$ cat config.mk
export PLATFORM = sky130hd
export DESIGN_NAME = cp0_mmu_ctrl
export DESIGN_NICKNAME = d
export VERILOG_FILES = /design/src/rtl/cp0_mmu_ctrl.sv
export SDC_FILE = /design/constraint.sdc
export NUM_CORES = 1
export LEC_CHECK = 0
export BUFFER_PORTS_ARGS = -buffer_cell sky130_fd_sc_hd__clkbuf_2
export CORE_UTILIZATION = 40
export CTS_CLUSTER_SIZE = 40
export DETAILED_ROUTE_END_ITERATION = 16
export PLACE_DENSITY = 0.71
export SYNTH_ARGS = -nofsm -noshare
export SYNTH_HDL_FRONTEND = slang
export SYNTH_SLANG_ARGS = --single-unit
$ cat constraint.sdc
create_clock -name clk -period 2.76 [get_ports clk]
set_input_delay 0.552 -clock clk [delete_from_list [all_inputs] [get_ports clk]]
set_output_delay 0.552 -clock clk [all_outputs]
set_load 0.1 [all_outputs]
$ cat src/rtl/cp0_mmu_ctrl.sv
// cp0_mmu_ctrl: CP0 privileged register file at WB.
//  Handles exception/ERET commit and fetch redirect, the Count/Compare timer,
//  hardware and software interrupt requests, and tlbr/tlbwi/tlbwr/tlbp.
// Ports:
//  clk, resetn            clock, synchronous active-low reset
//  wb_valid, wb_cancel    commit = wb_valid & ~wb_cancel
//  mtc0_we/cp0_addr/mtc0_wdata, cp0_rdata   MTC0 write / MFC0 read ({rd,sel})
//  exc, exc_code, exc_bd, exc_pc, exc_badvaddr, eret   exception/ERET at WB
//  tlbr/tlbwi/tlbwr/tlbp, s_found/s_index, r_index/r_entry, w_en/w_index/w_entry
//  hw_int, int_req        level interrupts in, pending-interrupt request out
//  flush, flush_pc        fetch redirect
//  entryhi_o              EntryHi (current ASID) for the MMU
// Build option: define CP0_RANDOM_EN for a live Random/Wired pair; otherwise
// both read 0 and tlbwr uses Index like tlbwi.
module cp0_mmu_ctrl #(
  parameter int          TLBNUM     = 16,
  parameter int          HW_INT_NUM = 6,
  parameter int          COUNT_DIV  = 2,
  parameter logic [31:0] EXC_VEC    = 32'hBFC00380,
  parameter logic [31:0] REFILL_VEC = 32'hBFC00200,
  localparam int         IDXW       = $clog2(TLBNUM)
) (
  input  logic                  clk,
  input  logic                  resetn,
  input  logic                  wb_valid,
  input  logic                  wb_cancel,
  input  logic                  mtc0_we,
  input  logic [7:0]            cp0_addr,
  input  logic [31:0]           mtc0_wdata,
  output logic [31:0]           cp0_rdata,
  input  logic                  exc,
  input  logic [4:0]            exc_code,
  input  logic                  exc_bd,
  input  logic [31:0]           exc_pc,
  input  logic [31:0]           exc_badvaddr,
  input  logic                  eret,
  input  logic                  tlbr,
  input  logic                  tlbwi,
  input  logic                  tlbwr,
  input  logic                  tlbp,
  input  logic                  s_found,
  input  logic [IDXW-1:0]       s_index,
  output logic [IDXW-1:0]       r_index,
  input  logic [77:0]           r_entry,
  output logic                  w_en,
  output logic [IDXW-1:0]       w_index,
  output logic [77:0]           w_entry,
  input  logic [HW_INT_NUM-1:0] hw_int,
  output logic                  int_req,
  output logic                  flush,
  output logic [31:0]           flush_pc,
  output logic [31:0]           entryhi_o
);
  localparam logic [7:0] A_INDEX = 8'h00, A_RANDOM = 8'h08, A_LO0 = 8'h10, A_LO1 = 8'h18,
                         A_WIRED = 8'h30, A_BADV = 8'h40, A_COUNT = 8'h48, A_HI = 8'h50,
                         A_CMP = 8'h58, A_STATUS = 8'h60, A_CAUSE = 8'h68, A_EPC = 8'h70;
  localparam logic [31:0]     PRE_MAX  = 32'(COUNT_DIV - 1);
  localparam logic [IDXW-1:0] RAND_MAX = IDXW'(TLBNUM - 1);

  logic            idx_p;
  logic [IDXW-1:0] idx;
  logic [25:0]     lo0, lo1;          // {pfn[19:0], c[2:0], d, v, g}
  logic [18:0]     hi_vpn2;
  logic [7:0]      hi_asid;
  logic [31:0]     badv, count, compare, epc, pre;
  logic [7:0]      im;
  logic            exl, ie, bd, ti;
  logic [5:0]      ip_hw;             // IP[7:2]
  logic [1:0]      ip_sw;             // IP[1:0]
  logic [4:0]      exccode;
  logic [IDXW-1:0] random_q, wired_q;
  logic [5:0]      hw6;

  logic commit, tlb_any, do_exc, do_eret, do_tlb, do_mtc0, refill;
  assign commit  = wb_valid & ~wb_cancel;
  assign tlb_any = tlbr | tlbwi | tlbwr | tlbp;
  // Priority exc > eret > tlb* > mtc0 when more than one is raised.
  assign do_exc  = commit & exc;
  assign do_eret = commit & eret & ~exc;
  assign do_tlb  = commit & ~exc & ~eret;
  assign do_mtc0 = commit & mtc0_we & ~exc & ~eret & ~tlb_any;
  assign refill  = ((exc_code == 5'd2) || (exc_code == 5'd3)) & ~exl;
  assign hw6     = 6'(hw_int);

  always_ff @(posedge clk) begin
    if (!resetn) begin
      idx_p <= 1'b0; idx <= '0; lo0 <= '0; lo1 <= '0; hi_vpn2 <= '0; hi_asid <= '0;
      badv <= '0; epc <= '0; count <= '0; pre <= '0;
      compare <= '1;                  // keeps TI quiet straight out of reset
      im <= '0; exl <= 1'b0; ie <= 1'b0;
      bd <= 1'b0; ti <= 1'b0; ip_hw <= '0; ip_sw <= '0; exccode <= '0;
    end else begin
      // Timer runs regardless of commit.
      if (do_mtc0 && cp0_addr == A_COUNT) begin
        count <= mtc0_wdata; pre <= '0;
      end else if (pre == PRE_MAX) begin
        count <= count + 32'd1; pre <= '0;
      end else begin
        pre <= pre + 32'd1;
      end
      if (do_mtc0 && cp0_addr == A_CMP) begin
        compare <= mtc0_wdata; ti <= 1'b0;   // clear beats a simultaneous match
      end else if (count == compare) begin
        ti <= 1'b1;
      end
      ip_hw <= {ti | hw6[5], hw6[4:0]};

      if (do_exc) begin
        exl     <= 1'b1;
        exccode <= exc_code;
        if (!exl) begin
          epc <= exc_bd ? exc_pc - 32'd4 : exc_pc;
          bd  <= exc_bd;
        end
        if (exc_code >= 5'd1 && exc_code <= 5'd5) badv <= exc_badvaddr;
        if (exc_code >= 5'd1 && exc_code <= 5'd3) hi_vpn2 <= exc_badvaddr[31:13];
      end
      if (do_eret) exl <= 1'b0;

      if (do_tlb && tlbp) begin
        idx_p <= ~s_found; idx <= s_index;
      end
      if (do_tlb && tlbr) begin
        hi_vpn2 <= r_entry[77:59];
        hi_asid <= r_entry[58:51];
        lo0     <= {r_entry[49:25], r_entry[50]};
        lo1     <= {r_entry[24:0],  r_entry[50]};
      end

      if (do_mtc0) begin
        case (cp0_addr)
          A_INDEX:  idx <= mtc0_wdata[IDXW-1:0];
          A_LO0:    lo0 <= mtc0_wdata[25:0];
          A_LO1:    lo1 <= mtc0_wdata[25:0];
          A_HI:     begin hi_vpn2 <= mtc0_wdata[31:13]; hi_asid <= mtc0_wdata[7:0]; end
          A_STATUS: begin im <= mtc0_wdata[15:8]; exl <= mtc0_wdata[1]; ie <= mtc0_wdata[0]; end
          A_CAUSE:  ip_sw <= mtc0_wdata[9:8];
          A_EPC:    epc <= mtc0_wdata;
          default:  ;
        endcase
      end
    end
  end

`ifdef CP0_RANDOM_EN
  always_ff @(posedge clk) begin
    if (!resetn) begin
      random_q <= RAND_MAX; wired_q <= '0;
    end else if (do_mtc0 && cp0_addr == A_WIRED) begin
      wired_q  <= (mtc0_wdata >= 32'(TLBNUM)) ? RAND_MAX : mtc0_wdata[IDXW-1:0];
      random_q <= RAND_MAX;
    end else begin
      random_q <= (random_q == wired_q) ? RAND_MAX : random_q - 1'b1;
    end
  end
  assign w_index = tlbwr ? random_q : idx;
`else
  assign random_q = '0;
  assign wired_q  = '0;
  assign w_index  = idx;
`endif

  always_comb begin
    cp0_rdata = '0;
    case (cp0_addr)
      A_INDEX:  cp0_rdata = {idx_p, {(31-IDXW){1'b0}}, idx};
      A_RANDOM: cp0_rdata = 32'(random_q);
      A_LO0:    cp0_rdata = {6'b0, lo0};
      A_LO1:    cp0_rdata = {6'b0, lo1};
      A_WIRED:  cp0_rdata = 32'(wired_q);
      A_BADV:   cp0_rdata = badv;
      A_COUNT:  cp0_rdata = count;
      A_HI:     cp0_rdata = {hi_vpn2, 5'b0, hi_asid};
      A_CMP:    cp0_rdata = compare;
      A_STATUS: cp0_rdata = {9'b0, 1'b1, 6'b0, im, 6'b0, exl, ie};
      A_CAUSE:  cp0_rdata = {bd, ti, 14'b0, ip_hw, ip_sw, 1'b0, exccode, 2'b0};
      A_EPC:    cp0_rdata = epc;
      default:  cp0_rdata = '0;
    endcase
  end

  assign r_index   = idx;
  assign w_en      = resetn & do_tlb & (tlbwi | tlbwr);
  assign w_entry   = {hi_vpn2, hi_asid, lo0[0] & lo1[0], lo0[25:1], lo1[25:1]};
  assign int_req   = resetn & ie & ~exl & |({ip_hw, ip_sw} & im);
  assign flush     = resetn & (do_exc | do_eret);
  assign flush_pc  = exc ? (refill ? REFILL_VEC : EXC_VEC) : epc;
  assign entryhi_o = {hi_vpn2, 5'b0, hi_asid};
endmodule

==> After elaboration in Yosys (flattened, before gate mapping) <==
Index checks and enable logic that the tools add are counted.
{ "totals": {"regBits": 269, "out_inout_bits": 185, "elab_cells": 117} }
{ "classes": {"n_addsub": 3, "magnitude_cmp": 3, "n_eq_ne": 13, "muxes": 31, "bitwise_logic": 32, "n_reduce_logical": 16} }
{ "op_table": {"columns": ["cell", "n"], "rows": [
  ["$pmux W32 S10", 1],
  ["$mux W32", 8],
  ["$mux W26", 6],
  ["$mux W19", 5],
  ["$add A32 B1 Y32 const B", 2],
  ["$eq A8 B7 Y1 const B", 7],
  ["$eq A32 B1 Y1 const B", 1],
  ["$eq A32 B32 Y1", 1],
  ["$sub A32 B3 Y32 const B", 1],
  ["$mux W8", 3],
  ["$and A1 B1 Y1", 18],
  ["$eq A8 B5 Y1 const B", 2],
  ["$mux W4", 3],
  ["$eq A5 B2 Y1 const B", 2],
  ["$mux W9", 1],
  ["$and A8 B8 Y8", 1],
  ["$logic_not A8 Y1", 1],
  ["$reduce_and A2 Y1", 4],
  ["$reduce_or A8 Y1", 1],
  ["$not A1 Y1", 7],
  ["$logic_and A1 B1 Y1", 6],
  ["$or A1 B1 Y1", 6],
  ["$ge A5 B1 Y1 const B", 1],
  ["$le A5 B2 Y1 const B", 1],
  ["6 further kinds", 9]
]} }

==> Logic depth before layout (Yosys ltp) <==
Gate-level depths: netlist of run 1.
{ "depth": {"word_depth": 8, "depth_mapped": 9, "depth_no_buf": 7} }

==> Worst setup path after synthesis of run 1 <==
Ideal clock, no wire load.
{ "synth_path": {"kind": "in2out", "start": "in resetn", "end": "out flush", "arrival_time_ns": 3.437, "required_ns": 2.208, "setup_slack_ns": -1.229, "stages": 4, "path_buffers": 2, "path_cell_list": "clkbuf_1 -> clkbuf_1 -> o21ai_0 -> nor3b_1"} }
{ "synth_via": {"elab_chain_cells": 1} }
{ "synth_lines": {"columns": ["item", "line", "text"], "rows": [
  ["from (decl)", "24", "input logic resetn,"],
  ["$and A1 B1 Y1", "186", "assign flush = resetn & (do_exc | do_eret);"],
  ["to (decl)", "50", "output logic flush,"]
]} }
Every way passes these cells.

==> Worst setup path after layout of run 1 <==
{ "layout_path": {"start": "in cp0_addr[1]", "end": "out cp0_rdata[3]"} }
{ "layout_via": {"elab_chain_cells": 2} }
{ "layout_lines": {"columns": ["item", "line", "text"], "rows": [
  ["from (decl)", "28", "input logic [7:0] cp0_addr,"],
  ["$eq A8 B7 Y1, or another cell as far along", "165", "case (cp0_addr)"],
  ["$pmux W32 S10 (*)", "165", null],
  ["to (decl)", "30", "output logic [31:0] cp0_rdata,"]
]} }
Every way passes the cells marked *; elsewhere a longest branch is shown, timed or not.

==> impl_metrics.yaml, run 1 <==
yosys:
  synth-seq-cells: 269
  synthArstFlopShare_pct: 0
  synth_enable_flop_cells: 0
  yosysSeqAreaShare_pct: 35.99
  yosysTopAreaCell: "dfxtp_1"
  syn_avg_cell_area_sq_um: 7.896
  synthFlopType: "dfxtp_1"
  synth_top_area_share_pct: 35.99
  ys_warn_count: 0
  synth.distinct_cells: 66
  netlist_instances: 1895
  syn_area_sq_mm: 0.01496
  ys_top_cells_by_area: "dfxtp_1 (36%), nand2_1 (9.0%), a311oi_1 (4.4%)"
timing:
  min_period_ns: 3.007
  relSlewSlack_pct: 52.78
  tightest_slew_ns: 0.7084
  rsz0062_at_grt: "true"
  skew_ns: 0.01151
  slew_violations: 0
  tns_ns: -5.693
  worst_slack_ns: -0.2466
  hold_violations: 0
  setup_viol: 32
  max_freq_mhz: 332.6
  fin_crit_sh_pct: 108.9
global_route:
  grt_max_degree: 129
  top_usage_layer: "met2"
  use_met2_pct: 55.20
  grtUsageTotal_pct: 33.85
  antenna_found_initial: 0
  grt_pass1_vias: 15360
  grt_remaining_overflow: 0
  met1_usage_pct: 42.87
  grt_pass1_wl_mm: 97.90
  gr-usage-met3_pct: 4.991
pwr:
  powerDensity_mw_per_mm2: 463.2
  p_leak_nw: 8.011
  ir_drop_uv: 540.4
worst_setup_path:
  crit_chain: "buf_6 > or4_4 > buf_12 > nor3_4 > buf_6 > buf_12 > a222oi_1 > and3_1 > nand3_4 > buf_12"
  cp-start-kind: "input port"
  crit_top_cell: "buf_12"
  worst-path-buf-inv: 5
  crit_arrival_ns: 2.45
  slowest_delay_ns: 0.54
  path_delay_family: "simple AND/OR/NAND/NOR gates"
  path_max_fanout: 8
  slowest_stage: "or4_4"
  crit_path_end_kind: "output pin"
  regToRegSetupSlack_ns: 0.24
  criticalPathCategory: "in -> out"
  cp.required_ns: 2.21
floorplan:
  start_util_pct: 40.77
  die_height_um: 195.4
  num_rows: 70
  fp.dieW_um: 195.4
  num_io_pins: 395
  core-area_sq_mm: 0.03670
  die_area_sq_mm: 0.03819
routing:
  drcViolationCount: 0
  wirelength_mm: 67.91
  vias: 16680
  first_iter_violations: 2019
  route.detailed.wl_per_inst_um: 25.19
  ant_nets: 0
  firstDrtPassIters: 10
  drt-vias-per-instance: 6.187
clocking:
  clock_latency_ns: 0.57
  clkSinkCount: 269
  htreeDepth: 1
  clockBufferDepth: 3
  tritoncts: "built"
  clk_pin_slew_ns: 0.06
  cts-root-buf: "clkbuf_16"
  cts_buffers: 30
flow_run:
  drv_cap: 0
final_layout:
  drive_above_1_share_pct: 31.01
  nets: 2421
  fill_cells: 3419
  utilization_pct: 54.12
  layoutNonFillerInstCount: 2696
  area_delta_synth_final_pct: 32.74
  antenna_cells: 0
placement:
  dpl.hpwl_mm: 50.53
  place_congestion: 1.006
  place_inst: 2626
  pre_cts_ws_ns: -0.2135
  io_buffers: 389
status:
  status: "finished with violations"
  failed_checks: "negative setup slack"
worst_hold_path:
  worstHoldPathType: "in -> reg"
## registers in the layout, summed over array words and instances, names as in the netlist, 4 cells and up
name     cells
ip_hw        6
badv        32
pre         32
lo1         26
lo0         26
r_index      4
epc         32
im           8
hi_vpn2     19
hi_asid      8
exccode      5
count       32
compare     32
## path summary, 6_finish.rpt
| kind | cells past startpoint | from | to |
|---|---|---|---|
| setup / recovery | 10 | cp0_addr[1] | cp0_rdata[3] |
| hold / removal | 2 | hw_int[0] | ip_hw[0]$_SDFF_PN0_ |
| setup reg to reg | 7 | pre[1]$_SDFF_PP0_ | count[26]$_SDFFE_PN0P_ |
| hold reg to reg | 2 | badv[1]$_SDFFE_PN0P_ | badv[1]$_SDFFE_PN0P_ |
## area by class of cell
type                       count  area [sq um]  area share, %
timing repair buffer         510          3975          20.01
multi-input combinational   1384          8931          44.97
inverter                      12         47.55         0.2394
clock buffer                  48         909.6          4.580
tap                          468         585.6          2.948
sequential                   269          5385          27.11
clock inverter                 5         27.53         0.1386
## cells in the mapped netlist, drive strengths merged, types with 4 or more instances
cell type  number
mux2i          32
nor2          150
nor2b          21
inv            12
mux2           21
or2            11
xnor2          60
a222oi         27
clkbuf        120
a22o            6
and4           21
dfxtp         269
o31ai           4
o21ai          41
ha              4
nor4b           6
or3            10
nor3b           4
and3           24
nand4b          4
o221ai         11
nor4           29
o22ai          25
a21oi          76
a211oi         26
nand3          88
a22oi          53
o211ai          9
a221oi          6
xor2           32
nor3           42
and2           23
nand4          43
buf           114
a311oi         76
or4            11
nand2         361
## cells by family after synthesis
| kind of cell | count (synthesis) | share of synthesized area, % |
|---|---|---|
| AOI/OAI and AO/OA | 369 | 17.79 |
| muxes | 53 | 3.721 |
| other | 1 | 0.02506 |
| adders and majority gates | 4 | 0.3345 |
| xor gates and xnor gates | 92 | 5.385 |
| and+or+nand+nor | 861 | 28.16 |
| buffers and inverters | 246 | 8.588 |
| DFF | 269 | 35.99 |
## through the flow
| step | total power [mW] | instance area, sq um | hold WS (ns) |
|---|---|---|---|
| floorplan | 4.810 | 15530 | 0.4329 |
| global placement | 5.352 | 18550 | 0.4467 |
| detailed placement | 5.359 | 18550 | 0.4514 |
| CTS | 9.175 | 19570 | 0.1939 |
| global route | 9.421 | 19860 | 0.2107 |
| finish | 9.200 | 19860 | 0.1978 |
## cell usage in the layout (no fill, tap or decap), types with 7 or more instances in the layout
master     instances
nand2_1          351
clkbuf_2         328
dfxtp_1          269
nor2_1           145
buf_4             95
a311oi_1          76
a21oi_1           71
buf_12            70
nand3_1           68
xnor2_1           60
nand4_1           43
nor3_1            35
a22oi_1           34
o21ai_0           34
clkbuf_16         33
mux2i_1           32
xor2_1            32
a222oi_1          27
a211oi_1          25
o22ai_1           25
and3_1            23
and2_1            22
and4_1            21
nand3_4           20
nor4_1            20
a22oi_2           19
nor2b_2           18
buf_6             15
mux2_2            12
inv_1             11
or2_2             11
clkbuf_1          10
or3_1              9
o221ai_1           9
o211ai_1           9
mux2_1             9
or4_1              7
o21ai_1            7
clkbuf_8           7
## power by group
group | switching (mW) | internal, mW | total [mW] | leakage (nW)
Clock | 1.66 | 2.23 | 3.89 | 0.460
Combinational | 0.894 | 0.386 | 1.28 | 5.38
Sequential | 0.0888 | 3.94 | 4.03 | 2.18
## timing repair
| item | in CTS | in global routing |
|---|---|---|
| setup buffers | 3 | 11 |
| endpoints found under the setup margin | 32 | 32 |
| hold buffers | 0 | 0 |
| resized for setup | 12 | 35 |
| pin swaps | 3 | 21 |
| gates cloned | 0 | 3 |
## routing by layer
layer	share of wire [%]	wire, um
met5	0	0
met3	10	6892
met1	37	25450
met2	46	31270
met4	6.3	4304
## worst register-to-register path, delay by kind of cell (launching register included)
family                   cells  cell delay (ns)
AND/OR/NAND/NOR              4             1.71
flip-flops                   1             0.35
AO/OA/AOI/OAI                1             0.19
adder cells (fa/ha/maj)      1             0.15
buffers and inverters        1             0.07
Power figures use the tool's default switching activity.
==> inputs of run 2 (changes only) <==
--- a/config.mk
+++ b/config.mk
@@ -10,6 +10,7 @@
 export CTS_CLUSTER_SIZE = 40
 export DETAILED_ROUTE_END_ITERATION = 16
 export PLACE_DENSITY = 0.71
+export SKIP_LAST_GASP = 1
 export SYNTH_ARGS = -nofsm -noshare
 export SYNTH_HDL_FRONTEND = slang
 export SYNTH_SLANG_ARGS = --single-unit
==> impl_metrics.yaml, run 2 (synthesis gave the netlist of run 1 again) <==
global_route:
  grt_pass1_wl_mm: 97.90
  grt_max_degree: 129
  grtUsageTotal_pct: 33.82
  antenna_found_initial: 0
  grt_remaining_overflow: 0
  grt_pass1_vias: 15360
pwr:
  ir_drop_uv: 540.2
  p_leak_nw: 7.969
  powerDensity_mw_per_mm2: 465.4
worst_hold_path:
  worstHoldPathType: "in -> reg"
  min_to: "ip_hw[0]$_SDFF_PN0_"
  hp-start: "hw_int[0]"
  whs_path_depth: 2
final_layout:
  seq_area_sq_mm: 0.005385
  multi_input_area_sq_mm: 0.008864
  drive_above_1_share_pct: 30.34
  nets: 2418
  area_delta_synth_final_pct: 31.87
  fill_cells: 3443
  layoutNonFillerInstCount: 2693
  antenna_cells: 0
  final_common_cell: "nand2_1"
  layout_common_cells: "nand2_1 (352), clkbuf_2 (329), dfxtp_1 (269)"
worst_setup_path:
  crit_chain: "buf_6 > or4_4 > buf_12 > nor3_4 > buf_12 > a222oi_1 > and3_1 > nand3_4 > buf_12"
  crit_cells: 9
  rr_startpoint: "pre[1]$_SDFF_PP0_"
  crit_path_end_kind: "output pin"
  reg2reg_to: "count[26]$_SDFFE_PN0P_"
  crit_top_cell: "buf_12"
  cp-start-kind: "input port"
  reg2reg_depth: 7
  path_delay_family: "simple AND/OR/NAND/NOR gates"
  worst-path-buf-inv: 4
  path_max_fanout: 16
  cp.required_ns: 2.21
  crit_arrival_ns: 2.38
  slowest_delay_ns: 0.54
  slowest_stage: "or4_4"
  regToRegSetupSlack_ns: 0.22
  criticalPathCategory: "in -> out"
clocking:
  clockBufferDepth: 3
  clock_latency_ns: 0.57
  cts-root-buf: "clkbuf_16"
  clkSinkCount: 269
  holdBufCountCts: 0
  tritoncts: "built"
  cts_buffers: 30
  clk_pin_slew_ns: 0.06
  htreeDepth: 1
status:
  status: "finished with violations"
  failed_checks: "negative setup slack"
placement:
  io_buffers: 389
  place_congestion: 1.006
  pre_cts_ws_ns: -0.2135
  dpl.hpwl_mm: 50.53
  place_inst: 2626
floorplan:
  start_util_pct: 40.77
  fp.dieW_um: 195.4
  num_rows: 70
  num_io_pins: 395
  die_area_sq_mm: 0.03819
  core-area_sq_mm: 0.03670
  die_height_um: 195.4
routing:
  drt-vias-per-instance: 6.160
  firstDrtPassIters: 6
  first_iter_violations: 2010
  vias: 16590
  ant_nets: 0
  drcViolationCount: 0
  route.detailed.wl_per_inst_um: 25.11
  wirelength_mm: 67.62
timing:
  setup_viol: 32
  slew_violations: 0
  fin_crit_sh_pct: 106.4
  tightest_slew_ns: 0.6948
  relSlewSlack_pct: 53.68
  worst_slack_ns: -0.1757
  rsz0062_at_grt: "true"
  skew_ns: 0.01463
  max_freq_mhz: 340.6
  hold_violations: 0
  min_period_ns: 2.936
flow_run:
  drv_cap: 0
run 2: cell count changes in the layout (fill, tap and decap cells not counted), moves of 2 or more:
cell     before  now
a21oi_1      71   76
a21oi_2       4    0
a22oi_1      34   37
a22oi_2      19   16
buf_6        15   13
nor2_1      145  147
nor2_2        5    3
run 2: where the power goes:
part	internal, mW	switching, mW	total (mW)
Sequential	3.94	0.0876	4.03
Clock	2.23	1.64	3.87
Combinational	0.385	0.893	1.28
run 2: how the worst max path moves through the flow:
stage | to | slack [ns] | startpoint
after floorplan | cp0_rdata[9] | -0.50 | cp0_addr[3]
after global placement | cp0_rdata[13] | -0.23 | cp0_addr[1]
after detailed placement | cp0_rdata[17] | -0.21 | cp0_addr[1]
after CTS | cp0_rdata[12] | -0.19 | cp0_addr[1]
after global routing | cp0_rdata[2] | -0.22 | cp0_addr[1]
final | cp0_rdata[3] | -0.18 | cp0_addr[1]
run 2: metal layers:
metal / share of wire, % / up-vias / global-route usage (%) / wire length, um
met3: 10 / 230 / 5.095 / 6792
met1: 38 / 7821 / 42.67 / 25500
met4: 6.4 / 0 / 18.66 / 4326
li1: - / 7401 / - / -
met2: 46 / 1137 / 55.29 / 31000
met5: 0 / - / 0 / 0
run 2: stage by stage:
stage / util, % / cell area [sq um] / TNS, ns / hold WS, ns / total power [mW]
3_3_place_gp: 50.56 / 18550 / -4.714 / 0.4467 / 5.352
2_1_floorplan: - / 15530 / -4.253 / 0.4329 / 4.810
6_report: 53.77 / 19730 / -4.358 / 0.2060 / 9.182
3_5_place_dp: 50.56 / 18550 / -5.131 / 0.4514 / 5.359
4_1_cts: 53.28 / 19550 / -4.021 / 0.1939 / 9.175
5_1_grt: 53.77 / 19730 / -5.734 / 0.2150 / 9.410
run 2: layout make-up:
cell class | count | share of cell area (%)
clock inverters | 5 | 0.1395
repair buffers | 507 | 19.83
multi-input cells | 1384 | 44.92
flip-flops and latches | 269 | 27.29
clock buffers | 48 | 4.610
well taps | 468 | 2.968
inverters | 12 | 0.2410
run 2: repair_timing:
item	4_1_cts	5_1_grt
resized for setup	7	16
setup endpoints to repair	32	32
pin swaps	3	12
gates cloned	0	2
buffers inserted	3	9
run 2: worst register-to-register path: cells and delay by family (launching register included):
family / cells / cell delay (ns)
compound gates: 1 / 0.20
fa+ha+maj: 1 / 0.15
buf+inv: 1 / 0.07
flops: 1 / 0.35
simple gates: 4 / 1.71
==> inputs of run 3 (changes only) <==
--- a/config.mk
+++ b/config.mk
@@ -9,7 +9,8 @@
 export CORE_UTILIZATION = 40
 export CTS_CLUSTER_SIZE = 40
 export DETAILED_ROUTE_END_ITERATION = 16
-export PLACE_DENSITY = 0.71
+export PLACE_DENSITY = 0.68
+export SETUP_SLACK_MARGIN = 0.5
 export SKIP_LAST_GASP = 1
 export SYNTH_ARGS = -nofsm -noshare
 export SYNTH_HDL_FRONTEND = slang
==> constraint.sdc (replaced) <==
create_clock -name clk -period 3.6 [get_ports clk]
set_input_delay 0.72 -clock clk [delete_from_list [all_inputs] [get_ports clk]]
set_output_delay 0.72 -clock clk [all_outputs]
set_load 0.1 [all_outputs]
==> impl_metrics.yaml, run 3 (synthesis gave the netlist of run 1 again) <==
timing:
  skew_ns: 0.008257
  rsz0062_at_grt: "true"
  relSlewSlack_pct: 45.47
  tightest_slew_ns: 0.8116
  max_freq_mhz: 301.6
  slew_violations: 0
  hold_violations: 0
  setup_viol: 0
  fin_crit_sh_pct: 92.10
  min_period_ns: 3.316
  tns_ns: 0
final_layout:
  layoutNonFillerInstCount: 2645
  drive_above_1_share_pct: 29.73
  nets: 2368
  area_delta_synth_final_pct: 28.46
  fill_cells: 3481
  final_common_cell: "nand2_1"
  fin_area_sq_mm: 0.01922
  layout_common_cells: "nand2_1 (351), clkbuf_2 (350), dfxtp_1 (269)"
floorplan:
  num_rows: 70
  start_util_pct: 40.77
  fp.dieW_um: 195.4
  die_height_um: 195.4
  num_io_pins: 395
  core-area_sq_mm: 0.03670
  die_area_sq_mm: 0.03819
worst_setup_path:
  reg2reg_to: "count[25]$_SDFFE_PN0P_"
  rr_startpoint: "pre[0]$_SDFF_PP0_"
  crit_chain: "buf_6 > or4_4 > buf_12 > nor4_4 > buf_6 > buf_6 > a22oi_2 > nand4_1 > buf_12"
  slowest_delay_ns: 0.54
  regToRegSetupSlack_ns: 0.73
  reg2reg_depth: 6
  slowest_stage: "or4_4"
  crit_path_end_kind: "output pin"
  criticalPathCategory: "in -> out"
  crit_arrival_ns: 2.60
  path_delay_family: "simple AND/OR/NAND/NOR gates"
  crit_top_cell: "buf_6"
  path_max_fanout: 7
  cp-start-kind: "input port"
  worst-path-buf-inv: 5
  cp.required_ns: 2.88
global_route:
  grt_max_degree: 117
  grt_pass1_wl_mm: 96.23
  grt_pass1_vias: 14980
  grtUsageTotal_pct: 33.18
  grt_remaining_overflow: 0
  antenna_found_initial: 1
clocking:
  clk_pin_slew_ns: 0.06
  clock_latency_ns: 0.56
  clockBufferDepth: 3
  tritoncts: "built"
  holdBufCountCts: 0
  clkSinkCount: 269
  cts_buffers: 30
  cts-root-buf: "clkbuf_16"
  htreeDepth: 1
placement:
  io_buffers: 389
  dpl.hpwl_mm: 49.15
  place_inst: 2571
  placed_area_sq_mm: 0.01777
  place_congestion: 0.9888
routing:
  drcViolationCount: 0
  first_iter_violations: 2008
  drt-vias-per-instance: 6.156
  route.detailed.wl_per_inst_um: 24.99
  vias: 16280
  wirelength_mm: 66.09
  firstDrtPassIters: 8
  ant_nets: 0
flow_run:
  drv_cap: 0
pwr:
  powerDensity_mw_per_mm2: 375.0
  ir_drop_uv: 339.7
  p_leak_nw: 7.650
  total_power_mw: 7.207
status:
  status: "complete, no violations"
worst_hold_path:
  min_to: "idx_p$_SDFFE_PN0P_"
  whs_path_depth: 2
  worstHoldPathType: "in -> reg"
  hp-start: "s_found"
## run 3: layer usage
layer	part of all wire, %	GRT usage (%)	vias to the layer above
li1	-	-	7295
met3	8.6	4.715	198
met5	0	0	-
met1	39	41.54	7708
met2	47	55.30	1081
met4	5.6	17.41	0
## run 3: power breakdown
| group | internal (mW) | switching [mW] |
|---|---|---|
| logic | 0.239 | 0.665 |
| clock network | 1.92 | 1.29 |
| registers | 3.02 | 0.0705 |
| total | 5.19 | 2.02 |
## run 3: how the worst max path moves through the flow
stage	start	end	slack (ns)	cells after the start
floorplan	cp0_addr[3]	cp0_rdata[9]	0.008	6
global placement	cp0_addr[1]	cp0_rdata[2]	0.21	9
detailed placement	cp0_addr[1]	cp0_rdata[16]	0.23	8
CTS	cp0_addr[3]	cp0_rdata[12]	0.29	9
global route	cp0_addr[3]	cp0_rdata[1]	0.26	9
finish	cp0_addr[3]	cp0_rdata[12]	0.28	9
## run 3: what timing repair did
item	4_1_cts	5_1_grt
buffers inserted	15	1
gates resized for setup	40	12
pin swaps	22	22
setup endpoints to repair	32	32
gates cloned	2	1
## run 3: final cells by class
type	instances	area, sq um	area share [%]
inverter	12	47.55	0.2474
tap	468	585.6	3.046
timing repair buffer	457	3239	16.85
multi-input combinational	1384	8937	46.50
clock inverter	9	125.1	0.6510
antenna	1	2.502	0.01302
sequential	269	5385	28.02
clock buffer	45	898.4	4.674
## run 3: per-stage QoR
step | hold slack [ns] | util [%] | worst slack, ns
floorplan | 0.4329 | - | 0.008477
CTS | 0.3468 | 52.13 | 0.2942
detailed placement | 0.4520 | 48.43 | 0.2342
global route | 0.3633 | 52.38 | 0.2638
global placement | 0.4431 | 48.43 | 0.2122
finish | 0.3640 | 52.38 | 0.2843
## run 3: worst register-to-register path, delay by kind of cell, from the launching register on
kind	cells	cell delay (ns)
flip-flops	1	0.41
adder cells (fa/ha/maj)	1	0.21
AO/OA/AOI/OAI	2	0.40
AND/OR/NAND/NOR	3	1.78
